==> config.mk <==
export PLATFORM = sky130hd
export DESIGN_NAME = sattn_cmdq
export DESIGN_NICKNAME = d
export VERILOG_FILES = /design/src/rtl/sattn_cmdq.sv
export SDC_FILE = /design/constraint.sdc
export NUM_CORES = 1
export LEC_CHECK = 0
export ABC_CLOCK_PERIOD_IN_PS = 5800
export BUFFER_PORTS_ARGS = -buffer_cell sky130_fd_sc_hd__buf_2
export CORE_ASPECT_RATIO = 0.8
export CORE_MARGIN = 3
export CORE_UTILIZATION = 63
export CTS_BUF_LIST = sky130_fd_sc_hd__clkbuf_4 sky130_fd_sc_hd__clkbuf_8 sky130_fd_sc_hd__clkbuf_16
export DETAILED_ROUTE_END_ITERATION = 8
export GPL_TIMING_DRIVEN = 0
export PLACE_DENSITY = 0.89
export RECOVER_POWER = 100
export SLEW_MARGIN = 0
export SYNTH_ARGS = -nofsm -noshare
export SYNTH_HDL_FRONTEND = slang
export SYNTH_SLANG_ARGS = --single-unit
export TNS_END_PERCENT = 1
==> constraint.sdc <==
create_clock -name clk -period 5.8 [get_ports clk]
set_input_delay 0 -clock clk [delete_from_list [all_inputs] [get_ports clk]]
set_output_delay 0 -clock clk [all_outputs]
set_load 0.01 [all_outputs]
==> src/rtl/sattn_cmdq.sv <==
`default_nettype none
// +------------------------------------------------------------------------+
// | Module      : sattn_cmdq                                               |
// | Description : MMIO command queue dispatching descriptors to engines.   |
// |               Optional perf counters enabled by SATTN_CMDQ_PERF_EN.    |
// | Revision    : 1.0                                                      |
// +------------------------------------------------------------------------+
module sattn_cmdq #(
    parameter int ADDR_WIDTH = 16,
    parameter int DATA_WIDTH = 64,
    parameter int QDEPTH     = 4,
    parameter int NUM_ENG    = 3
) (
    input  logic                  clk,
    input  logic                  rstn,
    input  logic                  mmio_wen,
    input  logic                  mmio_ren,
    input  logic [ADDR_WIDTH-1:0] mmio_addr,
    input  logic [DATA_WIDTH-1:0] mmio_wdata,
    output logic [DATA_WIDTH-1:0] mmio_rdata,
    output logic [NUM_ENG-1:0]    eng_start,
    output logic [7:0]            eng_op,
    output logic [15:0]           eng_m_rows,
    output logic [15:0]           eng_head_d,
    output logic [15:0]           eng_s_tokens,
    input  logic [NUM_ENG-1:0]    eng_done,
    output logic                  busy,
    output logic                  irq
);
    localparam int         PW        = $clog2(QDEPTH);
    localparam logic [7:0] C_OP_BASE = 8'h14;

    typedef enum logic [1:0] {
        S_IDLE   = 2'd0,
        S_ISSUE  = 2'd1,
        S_WAIT   = 2'd2,
        S_RETIRE = 2'd3
    } state_t;

    state_t        r_state, w_state_nxt;
    logic [55:0]   r_fifo [QDEPTH];
    logic [PW-1:0] r_wr_ptr, r_rd_ptr;
    logic [4:0]    r_count;
    logic [15:0]   r_m_rows, r_head_d, r_s_tokens;
    logic [31:0]   r_timeout, r_retired, r_wait_cnt;
    logic [7:0]    r_op;
    logic [15:0]   r_d_m_rows, r_d_head_d, r_d_s_tokens;
    logic          r_irq, r_ovf, r_tmo, r_ill;

    logic               w_push_req, w_full, w_empty, w_push, w_pop, w_drop, w_clr;
    logic               w_legal, w_done_sel, w_tmo_hit, w_ill, w_retire;
    logic [NUM_ENG-1:0] w_sel_oh;
    logic [11:0]        w_status;
    logic               w_unused;

    assign w_unused   = ^{mmio_wdata[DATA_WIDTH-1:32]};
    assign w_full     = (r_count == 5'(QDEPTH));
    assign w_empty    = (r_count == 5'd0);
    assign w_push_req = mmio_wen && (mmio_addr == ADDR_WIDTH'(8'h18)) && (mmio_wdata[7:0] != 8'h00);
    // Fullness is judged on the pre-pop count, so a full queue drops even if a pop coincides.
    assign w_push     = w_push_req && !w_full;
    assign w_drop     = w_push_req && w_full;
    assign w_pop      = (r_state == S_IDLE) && !w_empty;
    assign w_clr      = mmio_wen && (mmio_addr == ADDR_WIDTH'(8'h30)) && mmio_wdata[0];

    always_comb begin
        w_sel_oh = '0;
        for (int i = 0; i < NUM_ENG; i++) begin
            w_sel_oh[i] = (r_op == 8'(C_OP_BASE + 8'(i)));
        end
    end

    assign w_legal    = |w_sel_oh;
    assign w_done_sel = |(eng_done & w_sel_oh);
    assign w_tmo_hit  = (r_state == S_WAIT) && !w_done_sel && (r_timeout != 32'd0)
                        && ((r_wait_cnt + 32'd1) == r_timeout);
    assign w_ill      = (r_state == S_ISSUE) && !w_legal;
    assign w_retire   = (r_state == S_RETIRE);

    always_comb begin
        w_state_nxt = r_state;
        eng_start   = '0;
        case (r_state)
            S_IDLE:   if (!w_empty) w_state_nxt = S_ISSUE;
            S_ISSUE: begin
                if (w_legal) begin
                    eng_start   = w_sel_oh;
                    w_state_nxt = S_WAIT;
                end else begin
                    w_state_nxt = S_RETIRE;
                end
            end
            S_WAIT:   if (w_done_sel || w_tmo_hit) w_state_nxt = S_RETIRE;
            S_RETIRE: w_state_nxt = S_IDLE;
            default:  w_state_nxt = S_IDLE;
        endcase
    end

    always_ff @(posedge clk or negedge rstn) begin
        if (!rstn) r_state <= S_IDLE;
        else       r_state <= w_state_nxt;
    end

    always_ff @(posedge clk) begin
        if (w_push) r_fifo[r_wr_ptr] <= {mmio_wdata[7:0], r_m_rows, r_head_d, r_s_tokens};
    end

    always_ff @(posedge clk or negedge rstn) begin
        if (!rstn) begin
            r_wr_ptr     <= '0;
            r_rd_ptr     <= '0;
            r_count      <= '0;
            r_m_rows     <= '0;
            r_head_d     <= '0;
            r_s_tokens   <= '0;
            r_timeout    <= '0;
            r_retired    <= '0;
            r_wait_cnt   <= '0;
            r_op         <= '0;
            r_d_m_rows   <= '0;
            r_d_head_d   <= '0;
            r_d_s_tokens <= '0;
            r_irq        <= 1'b0;
            r_ovf        <= 1'b0;
            r_tmo        <= 1'b0;
            r_ill        <= 1'b0;
        end else begin
            if (mmio_wen && mmio_addr == ADDR_WIDTH'(8'h00)) r_m_rows   <= mmio_wdata[15:0];
            if (mmio_wen && mmio_addr == ADDR_WIDTH'(8'h08)) r_head_d   <= mmio_wdata[15:0];
            if (mmio_wen && mmio_addr == ADDR_WIDTH'(8'h10)) r_s_tokens <= mmio_wdata[15:0];
            if (mmio_wen && mmio_addr == ADDR_WIDTH'(8'h38)) r_timeout  <= mmio_wdata[31:0];
            if (w_push) r_wr_ptr <= r_wr_ptr + 1'b1;
            if (w_pop) begin
                r_rd_ptr <= r_rd_ptr + 1'b1;
                {r_op, r_d_m_rows, r_d_head_d, r_d_s_tokens} <= r_fifo[r_rd_ptr];
            end
            case ({w_push, w_pop})
                2'b10:   r_count <= r_count + 5'd1;
                2'b01:   r_count <= r_count - 5'd1;
                default: r_count <= r_count;
            endcase
            if (r_state == S_ISSUE)     r_wait_cnt <= '0;
            else if (r_state == S_WAIT) r_wait_cnt <= r_wait_cnt + 32'd1;
            if (w_retire) r_retired <= r_retired + 32'd1;
            // Set conditions take priority over a same-cycle software clear.
            if (w_retire)       r_irq <= 1'b1;
            else if (w_clr)     r_irq <= 1'b0;
            if (w_drop)         r_ovf <= 1'b1;
            else if (w_clr)     r_ovf <= 1'b0;
            if (w_tmo_hit)      r_tmo <= 1'b1;
            else if (w_clr)     r_tmo <= 1'b0;
            if (w_ill)          r_ill <= 1'b1;
            else if (w_clr)     r_ill <= 1'b0;
        end
    end

`ifdef SATTN_CMDQ_PERF_EN
    logic [63:0] r_perf_wait, r_perf_drop;

    always_ff @(posedge clk or negedge rstn) begin
        if (!rstn) begin
            r_perf_wait <= '0;
            r_perf_drop <= '0;
        end else begin
            if (r_state == S_WAIT) r_perf_wait <= r_perf_wait + 64'd1;
            if (w_drop)            r_perf_drop <= r_perf_drop + 64'd1;
        end
    end
`endif

    assign busy         = (r_state != S_IDLE) || !w_empty;
    assign irq          = r_irq;
    assign eng_op       = r_op;
    assign eng_m_rows   = r_d_m_rows;
    assign eng_head_d   = r_d_head_d;
    assign eng_s_tokens = r_d_s_tokens;
    assign w_status     = {r_irq, r_ill, r_tmo, r_ovf, busy, w_empty, w_full, r_count};

    always_comb begin
        mmio_rdata = '0;
        if (mmio_ren) begin
            case (mmio_addr)
                ADDR_WIDTH'(8'h00): mmio_rdata = DATA_WIDTH'(r_m_rows);
                ADDR_WIDTH'(8'h08): mmio_rdata = DATA_WIDTH'(r_head_d);
                ADDR_WIDTH'(8'h10): mmio_rdata = DATA_WIDTH'(r_s_tokens);
                ADDR_WIDTH'(8'h20): mmio_rdata = DATA_WIDTH'(w_status);
                ADDR_WIDTH'(8'h28): mmio_rdata = DATA_WIDTH'(r_retired);
                ADDR_WIDTH'(8'h38): mmio_rdata = DATA_WIDTH'(r_timeout);
`ifdef SATTN_CMDQ_PERF_EN
                ADDR_WIDTH'(8'h40): mmio_rdata = DATA_WIDTH'(r_perf_wait);
                ADDR_WIDTH'(8'h48): mmio_rdata = DATA_WIDTH'(r_perf_drop);
`endif
                default:            mmio_rdata = '0;
            endcase
        end
    end
endmodule
`default_nettype wire

== After elaboration in Yosys (flattened, before gate mapping) ==
Memory sizes are Yosys's and may differ from the RTL's. A register that Yosys moved wholly into a read port is not among the register bits.
Index checks and enable logic that the tools add are counted.

* Register bits after elaboration: 159
* Bits in writable memories: 224
* Bits of input ports: 87
* Output and inout port bits: 125
* Word-level logic and storage cells: 96
* Memories: 1

{| class="wikitable"
|+ Memory list
! name !! depth !! bits a word !! read ports !! clocked after memory_dff !! wr ports !! line !! text
|-
| r_fifo || 4 || 56 || 1 || 1 || 1 || 41 || <nowiki>logic [55:0] r_fifo [QDEPTH];</nowiki>
|}

* Add/sub/neg operators: 6
* Eq/ne operators: 19
* Muxes and demuxes: 18
* Bitwise logic cells: 1
* Reductions and logical operators: 37

{| class="wikitable"
|+ Operators by type and width
! cell !! count
|-
| $pmux 32 s6 || 1
|-
| $mux 32 || 3
|-
| $add 32x1->32 const B || 2
|-
| $eq 16x6->1 const B || 4
|-
| $eq 16x5->1 const B || 2
|-
| $eq 32x32->1 || 1
|-
| $reduce_bool 32->1 || 1
|-
| $eq 8x5->1 const B || 3
|-
| $eq 16x4->1 const B || 1
|-
| $logic_not 16->1 || 1
|-
| $logic_and 1x1->1 || 15
|-
| $reduce_bool 2->1 || 7
|-
| $pmux 5 s2 || 1
|-
| $mux 1 || 8
|-
| $pmux 2 s4 || 1
|-
| $reduce_bool 8->1 || 1
|-
| $eq 2x2->1 const B || 3
|-
| $mux 3 || 2
|-
| $reduce_or 3->1 || 2
|-
| $add 5x1->5 const B || 1
|-
| $eq 5x3->1 const B || 1
|-
| $logic_not 1->1 || 5
|-
| $logic_not 5->1 || 1
|-
| $sub 5x1->5 const B || 1
|-
| 9 further kinds || 13
|}

== Logic depth before layout (Yosys ltp) ==
* Word-level depth: 10
* Depth in mapped cells: 16
* Gate-level depth less buffers: 16

== Worst setup path before layout ==
OpenSTA, ideal clock, no wires.

* Kind: input to register
* Start point: input mmio_addr[9]
* End point: memory r_fifo[0][0] (enable)
* Library setup time: 420 ps
* Data arrival time: 2801 ps
* Required time: 5380 ps
* Slack: 2580 ps
* Stages on the path: 7
* Buffers on the path: 0
* Path through: nor4_1 -> nand2_1 -> nor4_1 -> nand2_1 -> a2111o_1 -> a21oi_1 -> and2_1

* Cells in the longest elaborated chain, start to end: 6

{| class="wikitable"
|+ Ends and longest elaborated chain
! item !! line !! text
|-
| start: declaration || 18 || <nowiki>input logic [ADDR_WIDTH-1:0] mmio_addr,</nowiki>
|-
| $eq 16x5->1 || 59 || <nowiki>assign w_push_req = mmio_wen && (mmio_addr == ADDR_WIDTH'(8'h18)) && (mmio_wdata[7:0] != 8'h00);</nowiki>
|-
| $logic_and 1x1->1 (2 in series) || 59 ||
|-
| $logic_and 1x1->1 || 61 || <nowiki>assign w_push = w_push_req && !w_full;</nowiki>
|-
| $mux 1 || 105 || <nowiki>if (w_push) r_fifo[r_wr_ptr] <= {mmio_wdata[7:0], r_m_rows, r_head_d, r_s_tokens};</nowiki>
|-
| $mux 1 (implied by the code) || 105 ||
|-
| end: declaration || 41 ||
|}

No other way between the ends.

== Worst setup path in the final report ==
* Start point: register r_state[0]
* End point: register r_count[4]

* Cells in the longest elaborated chain, start to end: 4
* Elaborated cells on any way between the ends: 6
* Those cells by class: eq/ne: 2; mux: 1; reduce/logical: 3

{| class="wikitable"
|+ Ends and longest elaborated chain
! item !! line !! text
|-
| start: declaration || 40 || <nowiki>state_t r_state, w_state_nxt;</nowiki>
|-
| start signal: assignment || 101 || <nowiki>else r_state <= w_state_nxt;</nowiki>
|-
| $logic_not 2->1 (*) || 63 || <nowiki>assign w_pop = (r_state == S_IDLE) && !w_empty;</nowiki>
|-
| $logic_and 1x1->1 (*) || 63 ||
|-
| named net w_pop || 50 || <nowiki>logic w_push_req, w_full, w_empty, w_push, w_pop, w_drop, w_clr;</nowiki>
|-
| $eq 2x1->1 or $eq 2x2->1 (tied branches) || 137 || <nowiki>case ({w_push, w_pop})</nowiki>
|-
| $pmux 5 s2 or $reduce_bool 2->1 (tied branches) || - ||
|-
| end signal: assignment || 138 || <nowiki>2'b10: r_count <= r_count + 5'd1;</nowiki>
|-
| end signal: assignment || 139 || <nowiki>2'b01: r_count <= r_count - 5'd1;</nowiki>
|-
| end signal: assignment || 140 || <nowiki>default: r_count <= r_count;</nowiki>
|-
| end: declaration || 43 || <nowiki>logic [4:0] r_count;</nowiki>
|}

The timed path passes the listed nets; every way through them passes the cells marked *.
A chain may end at the register's enable or synchronous reset.

==> metrics.yaml <==
outcome: "finished with violations"
violations: "max-capacitance violations, max-slew violations"
die_w_um: 202
pwr-share-seq: 0.427
finalPower_mw: 8.78
irDropWorstVdd_mv: 0.319
routedWlPerCell_um: 24.7
p_switching_mw: 2.63
min_to: "r_ovf$_DFFE_PN0P_"
cts.sinks: 439
p_leak_nw: 9.29
max_stage_delay_ns: 0.75
critPathArrivalTime_ns: 4.94
layout.cells.non_filler: 2032
reg2regPathDepth: 15
grt_pass1_vias: 12800
rows: 56
report.final.slew_viol_count: 342
slowest_stage: "clkbuf_1"
start_kind: "register"
htreeDepth: 2
cts_tree: "yes"
synth-xor-area-share: 0.0366
finClkSkew_ns: 0.0166
antenna_found_initial: 1
min_from: "mmio_addr[6]"
fp.coreArea_sq_um: 29800
synth_ff_type: "edfxtp_1"
cts_buffers: 42
final_area_sq_um: 22400
ioPinCount: 212
synth_area_leaders: "edfxtp_1 35%, dfrtp_1 28%, mux2_2 8.3%"
synth_cell_types: 65
whs_ns: 0.0263
rrSetupSlack_ns: 1.29
crit_type: "reg2reg"
yosys_warnings: 0
p_int_mw: 6.15
timing.final.ws_setup_ns: 1.29
hold_viol: 0
area_growth_pct: 15.8
n_fill_cell: 1821
wirelength_um: 50200
gr-total-overflow: 0
drt-pass1-iter-count: 8
ys_async_sr_fraction: 0.490
finalCritPeriodShare: 0.777
crit_start: "r_state[0]$_DFFE_PN0P_"
rsz0062_at_grt: "no"
cts-resized-gates: 0
ant_nets: 0
netlist_area_sq_um: 19400
io_buffers: 146
cap_violations: 5
netlist.area_leader.share: 0.347
postCtsSetupBuffers: 0
cp_top_family: "buffers and inverters"
clockRootBuffer: "clkbuf_16"
track_usage: 0.309
grt_max_degree: 114
initial_utilization: 0.651
final_util: 0.754
die_y_um: 163
power.density_nw_per_um2: 391
seq_area_frac_synth: 0.625
setup_violations: 0
post-route-drc-count: 0
place_congestion: 0.984
die-area_sq_um: 32900
period_minus_slack_ns: 4.51
synth_area_leader_cell: "edfxtp_1"
first_iter_violations: 1559
path_max_fanout: 10
viasPerCell: 6.33
worst_pin_slew_ns: 3.05
synth_top_family_by_area: "multiplexers"
clk_path_buf_depth: 3
clockPowerShare: 0.338
worstPathCellList: "inv_1 > ha_1 > nor2b_1 > clkbuf_1 > clkbuf_1 > clkbuf_1 > ha_1 > inv_1 > fa_1 > inv_1 > a21o_1 > a21oi_1 > xnor2_1 > nor2_1 > xor2_1"
dp.cells: 1918
syn_area_per_cell_sq_um: 14.5
r2r_start: "r_state[0]$_DFFE_PN0P_"
num_vias: 12900
yosys.area_share.simple: 0.0782
synth_edf_count: 224
r2r-end: "r_count[4]$_DFFE_PN0P_"
dpl_worst_slack_ns: 1.38
hpwlAfterDp_um: 33300
clk_pin_slew_ns: 0.06
synthMuxAreaShare: 0.162
maxSlewHeadroom: -1.03
fmax_ghz: 0.222
synth_compound_area_frac: 0.0593
synth_fa_ha_area_frac: 0.0101
end_kind: "register"
ys_ff_latch: 439
grt_pass1_wl_um: 76900
dpl_cell_area_sq_um: 20800
swShare: 0.299
p_comb_frac: 0.235
hp-class: "in2reg"
fin_nets: 1694
syn_inst: 1334
diodes: 0
fin_tns_setup_ns: 0
clk_latency_ns: 0.54
cp_num_buf_inv: 6
drive_above_1_share: 0.224
required_ns: 6.23
holdPathStages: 4
## cell families (layout without fill, tap and decap cells)
family          count (synthesis)  count (layout)
other cells                     1              32
fa+ha+maj                      15              15
flops                         439             439
mux                           225             225
xor+xnor                       81              81
compound gates                171             171
simple gates                  287             287
buf+inv                       115             376
## cell type report
class                           count  area, sq um  share of cell area
Sequential cell                   439        12100               0.540
Inverter                           14         52.6             0.00234
Buffer                            101          509              0.0227
Clock buffer                       59         1260              0.0560
Multi-Input combinational cell    811         6760               0.301
Timing Repair Buffer              183          991              0.0442
Tap cell                          406          508              0.0226
Clock inverter                     19          256              0.0114
## flip-flops by register name, indices dropped and copies added, names as in the netlist, 32 cells and up
name	flops
r_wait_cnt	32
r_timeout	32
r_fifo	224
r_retired	32
## layout by cell type (no fill, tap or decap), types with 24 or more instances in the layout
| master | n |
|---|---|
| mux2_2 | 139 |
| mux2i_1 | 27 |
| nand4_1 | 25 |
| xnor2_1 | 54 |
| clkbuf_16 | 45 |
| nor2_1 | 51 |
| dfrtp_1 | 215 |
| mux4_2 | 56 |
| edfxtp_1 | 224 |
| o21ai_0 | 63 |
| xor2_1 | 27 |
| nand2_1 | 75 |
| buf_4 | 32 |
| dlygate4sd3_1 | 36 |
| clkbuf_1 | 152 |
| nand3_1 | 24 |
| conb_1 | 32 |
| buf_2 | 60 |
## power groups by stage
stage	clock network, mW	logic (mW)	registers [mW]
2_1_floorplan	0	1.26	3.84
3_3_place_gp	0	1.98	3.78
3_5_place_dp	0	2.06	3.80
4_1_cts	2.98	2.13	3.74
5_1_grt	3.12	2.20	3.79
6_report	2.96	2.06	3.75
## cell usage after synthesis, types with 11 or more instances
| cell type | instances |
|---|---|
| clkbuf_1 | 52 |
| a21boi_0 | 11 |
| nand2_1 | 75 |
| nor3_1 | 14 |
| and3_1 | 19 |
| edfxtp_1 | 224 |
| and2_1 | 17 |
| ha_1 | 14 |
| xnor2_1 | 54 |
| nand4_1 | 24 |
| mux4_2 | 56 |
| a21oi_1 | 16 |
| buf_4 | 32 |
| xor2_1 | 27 |
| mux2i_1 | 27 |
| o31ai_1 | 13 |
| nor2b_1 | 13 |
| a31oi_1 | 13 |
| inv_1 | 14 |
| a222oi_1 | 12 |
| o21ai_0 | 63 |
| mux2_2 | 142 |
| dfrtp_1 | 215 |
| nor4_1 | 20 |
| buf_2 | 11 |
| nor2_1 | 51 |
| nand3_1 | 23 |
## worst reg2reg max path, cell delays in order (launching register included)
cell and delay [ns]:
dfrtp_1 0.42, inv_1 0.13, ha_1 0.25, nor2b_1 0.22
clkbuf_1 0.39, clkbuf_1 0.66, clkbuf_1 0.75, ha_1 0.39
inv_1 0.11, fa_1 0.42, inv_1 0.07, a21o_1 0.11
a21oi_1 0.09, xnor2_1 0.16, nor2_1 0.07, xor2_1 0.15
## layer usage
layer | wire length, um | global-route usage
met1 | 19700 | 0.440
met2 | 23100 | 0.469
met3 | 5870 | 0.0839
met4 | 1660 | 0.105
met5 | 7 | 0
## how the worst max path moves through the flow
stage / end / slack (ns) / cells past startpoint
finish: r_count[4]$_DFFE_PN0P_ / 1.29 / 15
global route: r_state[0]$_DFFE_PN0P_ / 1.05 / 10
CTS: r_count[4]$_DFFE_PN0P_ / 1.30 / 15
detailed placement: r_count[4]$_DFFE_PN0P_ / 1.38 / 15
global placement: r_retired[29]$_DFFE_PN0P_ / 1.01 / 1
floorplan: r_fifo[0][0]$_DFFE_PP_ / 2.58 / 7
## repair_timing
action | CTS | global route
hold buffers | 36 | 0
endpoints found under the setup margin | 0 | 0
hold endpoints to repair | 218 | 0
Note: power is estimated with default switching activity, not from simulation.
